$ cat src/rtl/pipeline_pkg.sv
// pipeline_pkg: shared word width, NOP encoding, fetch FSM states and IF/ID bundle
package pipeline_pkg;
  localparam int WORD_W = 16;
  localparam logic [WORD_W-1:0] NOP_INSTR = 16'h0000;
  typedef enum logic [1:0] {FETCH = 2'd0, HOLD = 2'd1, DRAIN = 2'd2} fetch_state_t;
  typedef struct packed {
    logic [WORD_W-1:0] instruction;
    logic [WORD_W-1:0] pc_plus_two;
    logic              valid;
  } if_id_t;
endpackage

$ cat src/rtl/if_id_register.sv
// if_id_register: IF/ID pipeline register with hold (stall) and flush (redirect) controls
module if_id_register import pipeline_pkg::*; #(
  parameter logic [WORD_W-1:0] NOP_INSTR = pipeline_pkg::NOP_INSTR
) (
  input  logic   clock,
  input  logic   reset,
  input  logic   hold,
  input  logic   flush,
  input  if_id_t d,
  output if_id_t q
);
  always_ff @(posedge clock)
    if (reset) q <= if_id_t'{instruction: NOP_INSTR, pc_plus_two: '0, valid: 1'b0};
    else if (!hold) q <= (d.valid && !flush) ? d : if_id_t'{instruction: NOP_INSTR, pc_plus_two: q.pc_plus_two, valid: 1'b0};
endmodule

$ cat src/rtl/fetch_stage.sv
// fetch_stage: PC, valid/ack imem port and IF/ID register with stall/redirect handling; FETCH_STATS_EN adds fetch_count/stall_count
module fetch_stage import pipeline_pkg::*; #(
  parameter logic [WORD_W-1:0] RESET_PC  = 16'h0000,
  parameter logic [WORD_W-1:0] NOP_INSTR = pipeline_pkg::NOP_INSTR
) (
  input  logic              clock,
  input  logic              reset,
  input  logic              stall_F,
  input  logic              pc_src,
  input  logic [WORD_W-1:0] jump_address,
  output logic              imem_req,
  output logic [WORD_W-1:0] imem_addr,
  input  logic              imem_ack,
  input  logic [WORD_W-1:0] imem_rdata,
  output logic [WORD_W-1:0] instruction,
  output logic [WORD_W-1:0] pc_plus_two,
  output logic              valid_D
`ifdef FETCH_STATS_EN
  ,
  output logic [WORD_W-1:0] fetch_count,
  output logic [WORD_W-1:0] stall_count
`endif
);
  fetch_state_t state, state_nxt;
  logic [WORD_W-1:0] pc, pc_nxt, redirect_pc, redirect_nxt, skid, skid_nxt, pc_inc, target;
  logic redirect;
  if_id_t d, q;
  assign redirect = pc_src && !stall_F;
  assign pc_inc = pc + 16'd2;
  assign target = {jump_address[WORD_W-1:1], 1'b0};
  assign imem_req = !reset && state != HOLD;
  assign imem_addr = pc;
  assign instruction = q.instruction;
  assign pc_plus_two = q.pc_plus_two;
  assign valid_D = q.valid;
  always_comb begin
    state_nxt = state;
    pc_nxt = pc;
    redirect_nxt = redirect_pc;
    skid_nxt = skid;
    d = if_id_t'{instruction: imem_rdata, pc_plus_two: pc_inc, valid: 1'b0};
    case (state)
      FETCH: begin
        d.valid = imem_ack;
        if (imem_ack && stall_F) begin
          skid_nxt = imem_rdata;
          state_nxt = HOLD;
        end else if (redirect) begin
          pc_nxt = imem_ack ? target : pc;
          redirect_nxt = target;
          state_nxt = imem_ack ? FETCH : DRAIN;
        end else if (imem_ack) pc_nxt = pc_inc;
      end
      HOLD: begin
        d.instruction = skid;
        d.valid = 1'b1;
        if (!stall_F) begin
          pc_nxt = redirect ? target : pc_inc;
          state_nxt = FETCH;
        end
      end
      DRAIN: begin
        redirect_nxt = redirect ? target : redirect_pc;
        if (imem_ack) begin
          pc_nxt = redirect ? target : redirect_pc;
          state_nxt = FETCH;
        end
      end
      default: state_nxt = FETCH;
    endcase
  end
  always_ff @(posedge clock)
    if (reset) begin
      state <= FETCH;
      pc <= RESET_PC;
      redirect_pc <= RESET_PC;
      skid <= NOP_INSTR;
    end else begin
      state <= state_nxt;
      pc <= pc_nxt;
      redirect_pc <= redirect_nxt;
      skid <= skid_nxt;
    end
  if_id_register #(.NOP_INSTR(NOP_INSTR)) u_if_id (
    .clock(clock),
    .reset(reset),
    .hold(stall_F),
    .flush(redirect),
    .d(d),
    .q(q)
  );
`ifdef FETCH_STATS_EN
  always_ff @(posedge clock)
    if (reset) begin
      fetch_count <= '0;
      stall_count <= '0;
    end else begin
      if (d.valid && !stall_F && !redirect && fetch_count != '1) fetch_count <= fetch_count + 16'd1;
      if (stall_F && stall_count != '1) stall_count <= stall_count + 16'd1;
    end
`endif
endmodule

$ cat config.mk
export PLATFORM = sky130hd
export DESIGN_NAME = fetch_stage
export DESIGN_NICKNAME = d
export VERILOG_FILES = /design/src/rtl/pipeline_pkg.sv /design/src/rtl/if_id_register.sv /design/src/rtl/fetch_stage.sv
export SDC_FILE = /design/constraint.sdc
export NUM_CORES = 1
export LEC_CHECK = 0
export BUFFER_PORTS_ARGS = -buffer_cell sky130_fd_sc_hd__buf_2
export CAP_MARGIN = 20
export CELL_PAD_IN_SITES_DETAIL_PLACEMENT = 1
export CELL_PAD_IN_SITES_GLOBAL_PLACEMENT = 1
export CORE_AREA = 2 2 84 126
export DETAILED_ROUTE_END_ITERATION = 10
export DIE_AREA = 0 0 86 128
export PLACE_DENSITY = 0.85
export RECOVER_POWER = 100
export SLEW_MARGIN = 20
export SYNTH_ARGS = -nofsm -noshare
export SYNTH_HDL_FRONTEND = slang
export SYNTH_SLANG_ARGS = --single-unit
$ cat constraint.sdc
create_clock -name clock -period 1.8 [get_ports clock]
set_input_delay 0.27 -clock clock [delete_from_list [all_inputs] [get_ports clock]]
set_output_delay 0.27 -clock clock [all_outputs]
set_load 0.02 [all_outputs]
[After elaboration in Yosys (flattened, before gate mapping)]
Cells that the tools add are included.
Cells by class
  $add $sub $neg: 1
  eq/ne operators: 8
  muxes and demuxes: 20
  bitwise operators: 1
  reductions and logical operators: 15
Operators by type and width (number)
  2-to-1 mux 16 bit: 10
  one-hot mux 16 bit (3 select lines): 1
  2-to-1 mux 33 bit: 1
  one-hot mux 16 bit (2 select lines): 1
  adder 16 x 2 -> 16 bit (second input constant): 1
  2-to-1 mux 2 bit: 5
  inequality test 2 bit (second input constant): 4
  one-hot mux 2 bit (3 select lines): 1
  AND reduction 2 bit: 3
  AND reduction 5 bit: 1
  logical AND 1 bit: 4
  logical NOT 1 bit: 3
  inequality test 3 bit (second input constant): 1
  AND reduction 3 bit: 1
  nonzero test 3 bit: 1
  equality test 2 x 1 -> 1 bit (second input constant): 1
  equality test 2 bit (second input constant): 1
  logical NOT 2 bit: 1
  inequality test 2 x 1 -> 1 bit (second input constant): 1
  one-hot mux 1 bit (2 select lines): 1
  nonzero test 2 bit: 1
  inverter 1 bit: 1
Word-level totals
  bits in registers: 83
  input port bits: 37
  output and inout port bits: 50

[Depth between registers and ports, before layout]
Gate-level depths: netlist of run 1.
  depth after elaboration: 5
  gate-level depth with buffers: 8

[Cells and area by module]
Synthesis of run 1 repeated with hierarchy kept, for this count alone.
Second synthesis, totals
  cell total of the unflattened synthesis: 509
  area, all modules: 4187.8 µm²
By module, submodules not included
  fetch_stage: instances 1, cells an instance 365, area each 2745.1 µm², sequential area each 1001.0 µm²
  if_id_register: instances 1, cells an instance 144, area each 1442.6 µm², sequential area each 660.6 µm²

[Worst setup path before layout of run 1]
No wires, ideal clock.
  kind: register to register
  start point: register pc[1], in the netlist imem_addr[1]
  end point: register pc[11], in the netlist imem_addr[11]
  library setup time: 136 ps
  data arrival time: 1677 ps
  required time: 1664 ps
  slack: -13 ps
  stages on the path, launching flop included: 7
  buffers on the path: 0
  cells stage by stage: dfxtp_1 > ha_1 > nand3_1 > nor3_1 > xor2_1 > a222oi_1 > a211oi_1
Between the ends
  longest elaborated chain between the ends: 5
RTL lines
  from (decl): RTL line fetch_stage.sv:25  | logic [WORD_W-1:0] pc, pc_nxt, redirect_pc, redirect_nxt, skid, skid_nxt, pc_inc, target;
  from (signal assigned): RTL line fetch_stage.sv:80  | pc <= pc_nxt;
  adder 16 x 2 -> 16 bit *: RTL line fetch_stage.sv:29  | assign pc_inc = pc + 16'd2;
  2-to-1 mux 16 bit: RTL line fetch_stage.sv:52  | end else if (imem_ack) pc_nxt = pc_inc;
  2-to-1 mux 16 bit: RTL line fetch_stage.sv:48  | end else if (redirect) begin
  2-to-1 mux 16 bit: RTL line fetch_stage.sv:45  | if (imem_ack && stall_F) begin
  one-hot mux 16 bit (3 select lines) *: RTL line fetch_stage.sv:42  | case (state)
Every way passes the cells marked *; elsewhere a longest branch is shown, timed or not. The select of a mux whose other input is x is not followed.
A chain may end at the register's enable or synchronous reset.

[Worst setup path in the final report of run 1]
  start point: register pc[3], in the netlist imem_addr[3]
  end point: register pc[8], in the netlist imem_addr[8]
The elaborated chain is that of the path after synthesis.

==> impl_metrics.tcl, run 1 <==
set metrics [dict create \
    grt_usage_pct 22.5 \
    finalSetupViolations 0 \
    cellInternalPower_mw 3.24 \
    p_switching_mw 1.22 \
    r2r_start "imem_addr[3]" \
    timing.critical_path.arrival_ps 1950 \
    status "complete, no violations" \
    worstPathRequired_ps 2060 \
    timing.final.crit_share_pct 93.9 \
    routed-via-count 3840 \
    routedWlPerCell_um 17.7 \
    clkSlewWorstSetupHoldPaths_ps 60 \
    number_of_enable_type_register_cells_in_the_synthesized_netlist 0 \
    postSynth.asyncResetShare_pct 0 \
    drt_wl_total_um 12200 \
    clock_sinks 83 \
    num_antenna_cells 0 \
    setup.reg_to_reg.worst_slack_ps 110 \
    dr.first_iter.drc_count 170 \
    power_density_nw_per_um2 966 \
    sw_frac_of_total_pct 27.5 \
    tritoncts "yes" \
    die_area_um2 11000 \
    hold_ws_ps 128 \
    drcViolationCount 0 \
    share_seq_of_total_power_pct 44.6 \
    maxSlewHeadroom_pct 58.8 \
    max_cap_violations 0 \
    p_leak_nw 1.72 \
    hpwl_um 8370 \
    ctsHtreeMaxLevel 3 \
    grt_pass1_vias 4037 \
    cts_made_buffers 9 \
    io_buffers 85 \
    dp_slack_ps 62.6 \
    clock_tree.root_cell "clkbuf_16" \
    ioPinCount 87 \
    worst-setup-path-type "reg -> reg" \
    clock_power_share_pct 42.3 \
    grt_pass1_wl_um 19400 \
    ys.flop_type "dfxtp_1" \
    setup.worst_path.end_class "flip-flop" \
    post_synthesis_net_count 519 \
    antenna_found_initial 0 \
    worst_slew_pin_slew_ps 617 \
    routed.top_layer "met4" \
    synthDistinctLibCells 46 \
    synth.yosys.warnings 0 \
    setup_slack_ps 109 \
    max_ir_drop_vdd_uv 475 \
    worstSetupEndpoint "imem_addr[8]" \
    hold_viol_final 0 \
    met3WireLength_um 538 \
    floorplan.die.width_um 86 \
    route.antenna.remaining_nets 0 \
    drt-met1-wl_um 4780 \
    postSynthCellCount 481 \
    total_power_mw 4.46 \
    grt_start_max_net_pins 43 \
    layout_min_cycle_time_ps 1690 \
    clk-insertion-delay-late_ps 350 \
    die_height_um 128 \
    placeableCoreArea_um2 9970 \
    globalRouteOverflowTotal 0 \
    cts.path.max_buffers 2 \
    min-delay-path-class "in -> reg" \
    final_core_utilization_pct 46.3 \
    post_route_cells_drive_above_1_share_pct 17.9 \
    via_per_inst 5.55 \
    place_congestion 0.793 \
    avg_inst_size_synth_um2 7.83 \
    rr_worst_depth 5 \
    ys_seq_area_share_pct 44.1 \
    drt_first_pass_iters 4 \
    post_cts_hold_buffer_count 0 \
    critPathLaunch "imem_addr[3]" \
    design.final.nets 608 \
    fp-row-count 45 \
    final-max-slew-violation-count 0 \
    worst_r2r_endpoint "imem_addr[8]" \
    worstSetupStartpointType "flip-flop" \
    crit_path_max_fanout 7 \
    finalClockSkew_ps 8.18 \
    synth_seq_cells 83 \
    pwr-share-comb_pct 13.1 \
    start_util_pct 37.8 \
    route.met2.wl_um 6650 \
    highest_clock_rate_mhz 592 \
    area_growth_pct 22.6 \
    syn_area_um2 3770 \
]
through the flow:
stage	cells	setup TNS (ps)	area, um2
final	692	0	4620
after global routing	692	-11.2	4620
after CTS	689	0	4710
after detailed placement	673	0	4390
after global placement	673	0	4390
after floorplan	481	0	3770
layout make-up:
cell class | count | area [um2]
tap | 117 | 146
fill | 1283 | 5350
multi-input combinational | 358 | 1880
inverter | 1 | 3.75
timing repair buffer | 117 | 614
clock buffer | 10 | 239
clock inverter | 6 | 65.1
sequential | 83 | 1670
critical path, cell delays in order (launching register included):
cell	delay, ps
dfxtp_1	490
and4_2	370
nand4_1	220
o211ai_1	180
a21oi_1	110
a211oi_1	230
metal layers:
| layer | vias up | global-route usage, % |
|---|---|---|
| met5 | - | 0 |
| met4 | 0 | 11.8 |
| met3 | 19 | 3.61 |
| met2 | 98 | 42.0 |
| met1 | 1887 | 23.7 |
| li1 | 1836 | - |
cell families after synthesis:
group	Yosys count	share of synthesized area [%]
and+or+nand+nor	216	25.7
AOI/OAI and AO/OA	129	21.7
DFF	83	44.1
buffers and inverters	40	5.38
xor gates and xnor gates	11	2.56
muxes	1	0.266
adders and majority gates	1	0.332
Yosys cell counts (5+ instances only):
master	instances	area (um2)
nor3_1	11	55.1
nand2_1	116	435
a31oi_1	6	37.5
buf_2	15	75.1
nor2_1	46	173
a211oi_1	16	120
a21oi_1	65	325
xor2_1	7	61.3
a21oi_2	13	114
nand3_1	5	25.0
clkbuf_1	17	63.8
o21ai_0	9	45.0
dfxtp_1	83	1660
nor2_2	9	56.3
how the worst min path moves through the flow:
stage,startpoint,cells past startpoint,end
2_1_floorplan,imem_ack,1,state[1]
3_3_place_gp,redirect_pc[4],2,redirect_pc[4]
3_5_place_dp,redirect_pc[4],2,redirect_pc[4]
4_1_cts,imem_ack,2,state[1]
5_1_grt,imem_ack,2,state[1]
6_report,imem_ack,2,state[1]
cell usage in the layout, fill, tap and decap left out, types with 10 or more instances in the layout:
cell type / n
a21oi_1: 77
clkbuf_1: 52
nor2_1: 46
a211oi_1: 15
nand2_1: 116
nor3_1: 10
buf_2: 37
buf_4: 23
dfxtp_1: 80
flip-flops by register name (all words and copies together), names as in the netlist:
register,cells
skid,16
redirect_pc,16
u_if_id.q,33
state,2
imem_addr,16
what timing repair did:
action                                  4_1_cts  5_1_grt
endpoints found under the hold margin         0        0
endpoints found under the setup margin        2        9
setup buffers                                 0        3
pin swaps                                     0        1
resized for setup                             4        7
power groups by stage:
stage                     Combinational, mW  Clock, mW  Sequential [mW]
after global routing                  0.640       1.99             2.00
after detailed placement              0.595          0             2.02
after CTS                             0.608       1.91             1.98
after floorplan                       0.311          0             2.07
final                                 0.583       1.89             1.99
after global placement                0.572          0             2.02
(Power assumes the default switching activity.)
==> run 2: changes to the inputs <==
Clock period 1.8 ns to 1.7 ns, I/O delays scaled along.
==> impl_metrics.tcl, run 2 (same netlist as run 1, synthesis figures left out) <==
set metrics [dict create \
    worstPathRequired_ps 1960 \
    cp_common_cell "nor3_1" \
    dp.cells 679 \
    fp-row-count 45 \
    power_density_nw_per_um2 994 \
    timing.critical_path.slowest_cell_delay_ps 490 \
    cts_made_buffers 9 \
    num_antenna_cells 0 \
    finalSetupViolations 0 \
    die_area_um2 11000 \
    min-delay-path-class "in -> reg" \
    dr.first_iter.drc_count 96 \
    drt_first_pass_iters 4 \
    setup.reg_to_reg.worst_slack_ps 60 \
    hpwl_um 8320 \
    setup_repair_after_global_routing_missed_its_margin "false" \
    r2r_start "imem_addr[4]" \
    worst-setup-path-type "reg -> reg" \
    placeableCoreArea_um2 9970 \
    worst_slew_pin_slew_ps 360 \
    setup.worst_path.end_class "flip-flop" \
    io_buffers 85 \
    seq_area_um2 1670 \
    worstSetupStartpointType "flip-flop" \
    clock_sinks 83 \
    via_per_inst 5.40 \
    grt_pass1_vias 3871 \
    layout_min_cycle_time_ps 1640 \
    total_power_mw 4.61 \
    drt_wl_total_um 11700 \
    globalRouteOverflowTotal 0 \
    total_area_of_multi_input_combinational_cells_um2 1870 \
    post_route_cells_drive_above_1_share_pct 18.7 \
    cell_at_the_slowest_stage_of_the_critical_path "dfxtp_1" \
    tritoncts "yes" \
    max_cap_violations 0 \
    timing.final.crit_share_pct 96.7 \
    floorplan.die.width_um 86 \
    clkSlewWorstSetupHoldPaths_ps 70 \
    post_cts_hold_buffer_count 0 \
    timing.critical_path.arrival_ps 1900 \
    largest_reg_flops 33 \
    rr_worst_depth 5 \
    maxSlewHeadroom_pct 75.8 \
    highest_clock_rate_mhz 608 \
    place_congestion 0.811 \
    final-max-slew-violation-count 0 \
    finalClockSkew_ps 8.42 \
    die_height_um 128 \
    route.antenna.remaining_nets 0 \
    routedWlPerCell_um 16.7 \
    ctsHtreeMaxLevel 3 \
    worst_r2r_endpoint "u_if_id.q[11]" \
    p_leak_nw 1.72 \
    clk-insertion-delay-late_ps 340 \
    area_growth_pct 23.1 \
    design.final.nets 615 \
    drcViolationCount 0 \
    filler_cell_count 1290 \
    final_cells 699 \
    crit_chain "and4_2 > nand4_1 > nor3_1 > a211oi_1 > nor3_1" \
    crit_path_max_fanout 6 \
    cts.path.max_buffers 2 \
    grt_usage_pct 21.7 \
    hold_path_depth 2 \
    hold_start "imem_ack" \
    start_util_pct 37.8 \
    largest_register "u_if_id.q" \
    ioPinCount 87 \
    grt_pass1_wl_um 18800 \
    routed-via-count 3776 \
    antenna_found_initial 0 \
    grt_start_max_net_pins 75 \
    max_ir_drop_vdd_uv 539 \
    most-common-layout-cells "116 x nand2_1, 80 x dfxtp_1, 76 x a21oi_1" \
    mostFrequentLayoutCell "nand2_1" \
    hold-path-endpoint "state[1]" \
    status "complete, no violations" \
    clock_tree.root_cell "clkbuf_16" \
    hold_viol_final 0 \
]
==> run 2: changes by cell type in the layout (fill, tap and decap cells not counted), moves of 2 or more <==
cell,previous run,this run
buf_4,23,29
inv_6,0,3
clkinv_2,2,0
nor3_1,10,12
==> run 2: critical path: cells and delay by family (launching register included) <==
family,cells,cell delay (ps)
compound gates,1,80
flops,1,490
simple gates,4,980
==> run 2: layout make-up <==
cell class,count,area share [%]
well taps,117,3.16
flip-flops and latches,83,36.0
clock inverters,7,1.27
clock buffers,9,4.86
multi-input cells,358,40.3
repair buffers,124,14.3
inverters,1,0.0809
==> run 2: metal layers <==
metal  vias up  global-route usage, %  routed length, um
li1       1845                      -                  -
met1      1821                   23.6               4700
met2        92                   40.5               6280
met3        18                   4.19                502
met4         0                   8.40                211
met5         -                      0                  0
==> run 2: stage by stage <==
| stage | area [um2] | setup slack (ps) | util (%) | setup TNS, ps | hold slack (ps) |
|---|---|---|---|---|---|
| 2_1_floorplan | 3770 | 6.13 | - | 0 | 334 |
| 3_3_place_gp | 4440 | 65.7 | 44.5 | 0 | 440 |
| 3_5_place_dp | 4440 | -48.8 | 44.5 | -99.6 | 450 |
| 4_1_cts | 4750 | 5.26 | 47.7 | 0 | 117 |
| 5_1_grt | 4640 | 4.68 | 46.5 | 0 | 115 |
| 6_report | 4640 | 55.6 | 46.5 | 0 | 119 |
==> run 2: power by group <==
group          switching [mW]  leakage, nW  internal, mW
Sequential             0.0674        0.678          2.03
Clock                   0.872        0.133          1.01
Combinational           0.399        0.912         0.227
Total                    1.34         1.72          3.27
==> run 2: what timing repair did <==
item	CTS	global route
gates resized for setup	2	8
cloned	0	0
pin swaps	1	2
setup buffers	4	0
endpoints found under the setup margin	10	12
==> run 2: worst max path at each step <==
| stage | from | end | slack, ps | depth (start not counted) |
|---|---|---|---|---|
| 2_1_floorplan | imem_addr[1] | imem_addr[11] | 6 | 6 |
| 3_3_place_gp | state[0] | imem_addr[10] | 70 | 6 |
| 3_5_place_dp | state[0] | imem_addr[12] | -50 | 5 |
| 4_1_cts | imem_addr[1] | imem_addr[15] | 5 | 6 |
| 5_1_grt | imem_addr[1] | imem_addr[5] | 5 | 7 |
| 6_report | imem_addr[4] | u_if_id.q[11] | 60 | 5 |
==> run 3: changes to the inputs <==
Settings changed: PLACE_DENSITY 0.85 to 0.81.
==> impl_metrics.tcl, run 3 (same netlist as run 1, synthesis figures left out) <==
set metrics [dict create \
    status "complete, no violations" \
    die_height_um 128 \
    worst-setup-path-type "reg -> reg" \
    layout_min_cycle_time_ps 1640 \
    p_leak_nw 1.76 \
    cts.path.max_buffers 2 \
    max_ir_drop_vdd_uv 458 \
    io_buffers 85 \
    largest_register "u_if_id.q" \
    clock_sinks 83 \
    clkSlewWorstSetupHoldPaths_ps 60 \
    timing.final.crit_share_pct 96.4 \
    finalClockSkew_ps 5.05 \
    post_cts_hold_buffer_count 0 \
    setup.worst_path.end_class "flip-flop" \
    cell_at_the_slowest_stage_of_the_critical_path "dfxtp_2" \
    tritoncts "yes" \
    rr_worst_depth 7 \
    floorplan.die.width_um 86 \
    ioPinCount 87 \
    worst_slew_pin_slew_ps 713 \
    dp.cells 681 \
    max_cap_violations 0 \
    crit_chain "ha_1 > nand3_2 > buf_4 > nor2_1 > xor2_1 > a21oi_1 > nor3_1" \
    min-delay-path-class "in -> reg" \
    fp-row-count 45 \
    largest_reg_flops 33 \
    most-common-layout-cells "116 x nand2_1, 80 x dfxtp_1, 67 x a21oi_1" \
    grt_pass1_vias 3866 \
    grt_pass1_wl_um 18400 \
    start_util_pct 37.8 \
    hpwl_um 8340 \
    maxSlewHeadroom_pct 52.5 \
    drt_wl_total_um 11400 \
    top_family_by_delay_on_critical_path "simple AND/OR/NAND/NOR gates" \
    worstSetupEndpoint "imem_addr[7]" \
    timing.critical_path.arrival_ps 1890 \
    die_area_um2 11000 \
    finalSetupViolations 0 \
    worstPathRequired_ps 1950 \
    setup.reg_to_reg.worst_slack_ps 60 \
    crit_cells 7 \
    placeableCoreArea_um2 9970 \
    dp_slack_ps 38.9 \
    globalRouteOverflowTotal 0 \
    power_density_nw_per_um2 1020 \
    final-max-slew-violation-count 0 \
    tns_ps 0 \
    setup_slack_ps 62.0 \
    drcViolationCount 0 \
    routedWlPerCell_um 16.3 \
    r2r_start "imem_addr[1]" \
    dr.first_iter.drc_count 114 \
    worst_r2r_endpoint "imem_addr[7]" \
    design.final.nets 616 \
    hold_viol_final 0 \
    num_antenna_cells 0 \
    crit_path_max_fanout 5 \
    post_route_cells_drive_above_1_share_pct 20.9 \
    grt_usage_pct 20.9 \
    critPathLaunch "imem_addr[1]" \
    clk-insertion-delay-late_ps 330 \
    cts_made_buffers 9 \
    worstSetupStartpointType "flip-flop" \
    clock_tree.root_cell "clkbuf_16" \
    place_congestion 0.802 \
    area_growth_pct 25.6 \
    highest_clock_rate_mhz 611 \
    routed-via-count 3769 \
    cp.buffers_inverters 1 \
    antenna_found_initial 0 \
    via_per_inst 5.38 \
    route.antenna.remaining_nets 0 \
    drt_first_pass_iters 6 \
    ctsHtreeMaxLevel 3 \
    mostFrequentLayoutCell "nand2_1" \
    final_core_utilization_pct 47.5 \
    timing.critical_path.slowest_cell_delay_ps 330 \
    grt_start_max_net_pins 74 \
    final_cells 700 \
]
## run 3: cell type report
cell class / instances / area, um2
Timing Repair Buffer: 125 / 679
Multi-Input combinational cell: 358 / 1910
Sequential cell: 83 / 1670
Clock buffer: 9 / 225
Inverter: 1 / 3.75
Fill cell: 1268 / 5240
Clock inverter: 7 / 101
Tap cell: 117 / 146
## run 3: where the power goes
part | switching, mW | internal, mW | total, mW
registers | 0.0637 | 2.03 | 2.10
logic | 0.404 | 0.229 | 0.633
clock network | 0.815 | 1.30 | 2.11
total | 1.28 | 3.56 | 4.84
## run 3: how the worst min path moves through the flow
| stage | endpoint | depth (start not counted) | slack (ps) | startpoint |
|---|---|---|---|---|
| final | state[1] | 2 | 140 | imem_ack |
| after global routing | state[1] | 2 | 140 | imem_ack |
| after CTS | state[1] | 2 | 150 | imem_ack |
| after detailed placement | skid[1] | 2 | 450 | skid[1] |
| after global placement | redirect_pc[6] | 2 | 440 | redirect_pc[6] |
| after floorplan | state[1] | 1 | 330 | imem_ack |
## run 3: repair_timing
| item | CTS | global route |
|---|---|---|
| cloned | 0 | 0 |
| buffers inserted | 0 | 3 |
| pin swaps | 0 | 1 |
| gates resized for setup | 1 | 6 |
| setup endpoints to repair | 1 | 15 |
## run 3: routing by layer
layer / routed length (um) / global-route usage, %
met1: 4640 / 22.3
met3: 407 / 4.70
met4: 186 / 7.56
met2: 6190 / 39.4
met5: 0 / 0
## run 3: through the flow
stage | total power, mW | hold WS, ps | instance area, um2
4_1_cts | 4.91 | 147 | 4780
3_3_place_gp | 2.76 | 441 | 4450
6_report | 4.84 | 145 | 4730
3_5_place_dp | 2.79 | 447 | 4450
5_1_grt | 5.05 | 144 | 4730
2_1_floorplan | 2.52 | 334 | 3770
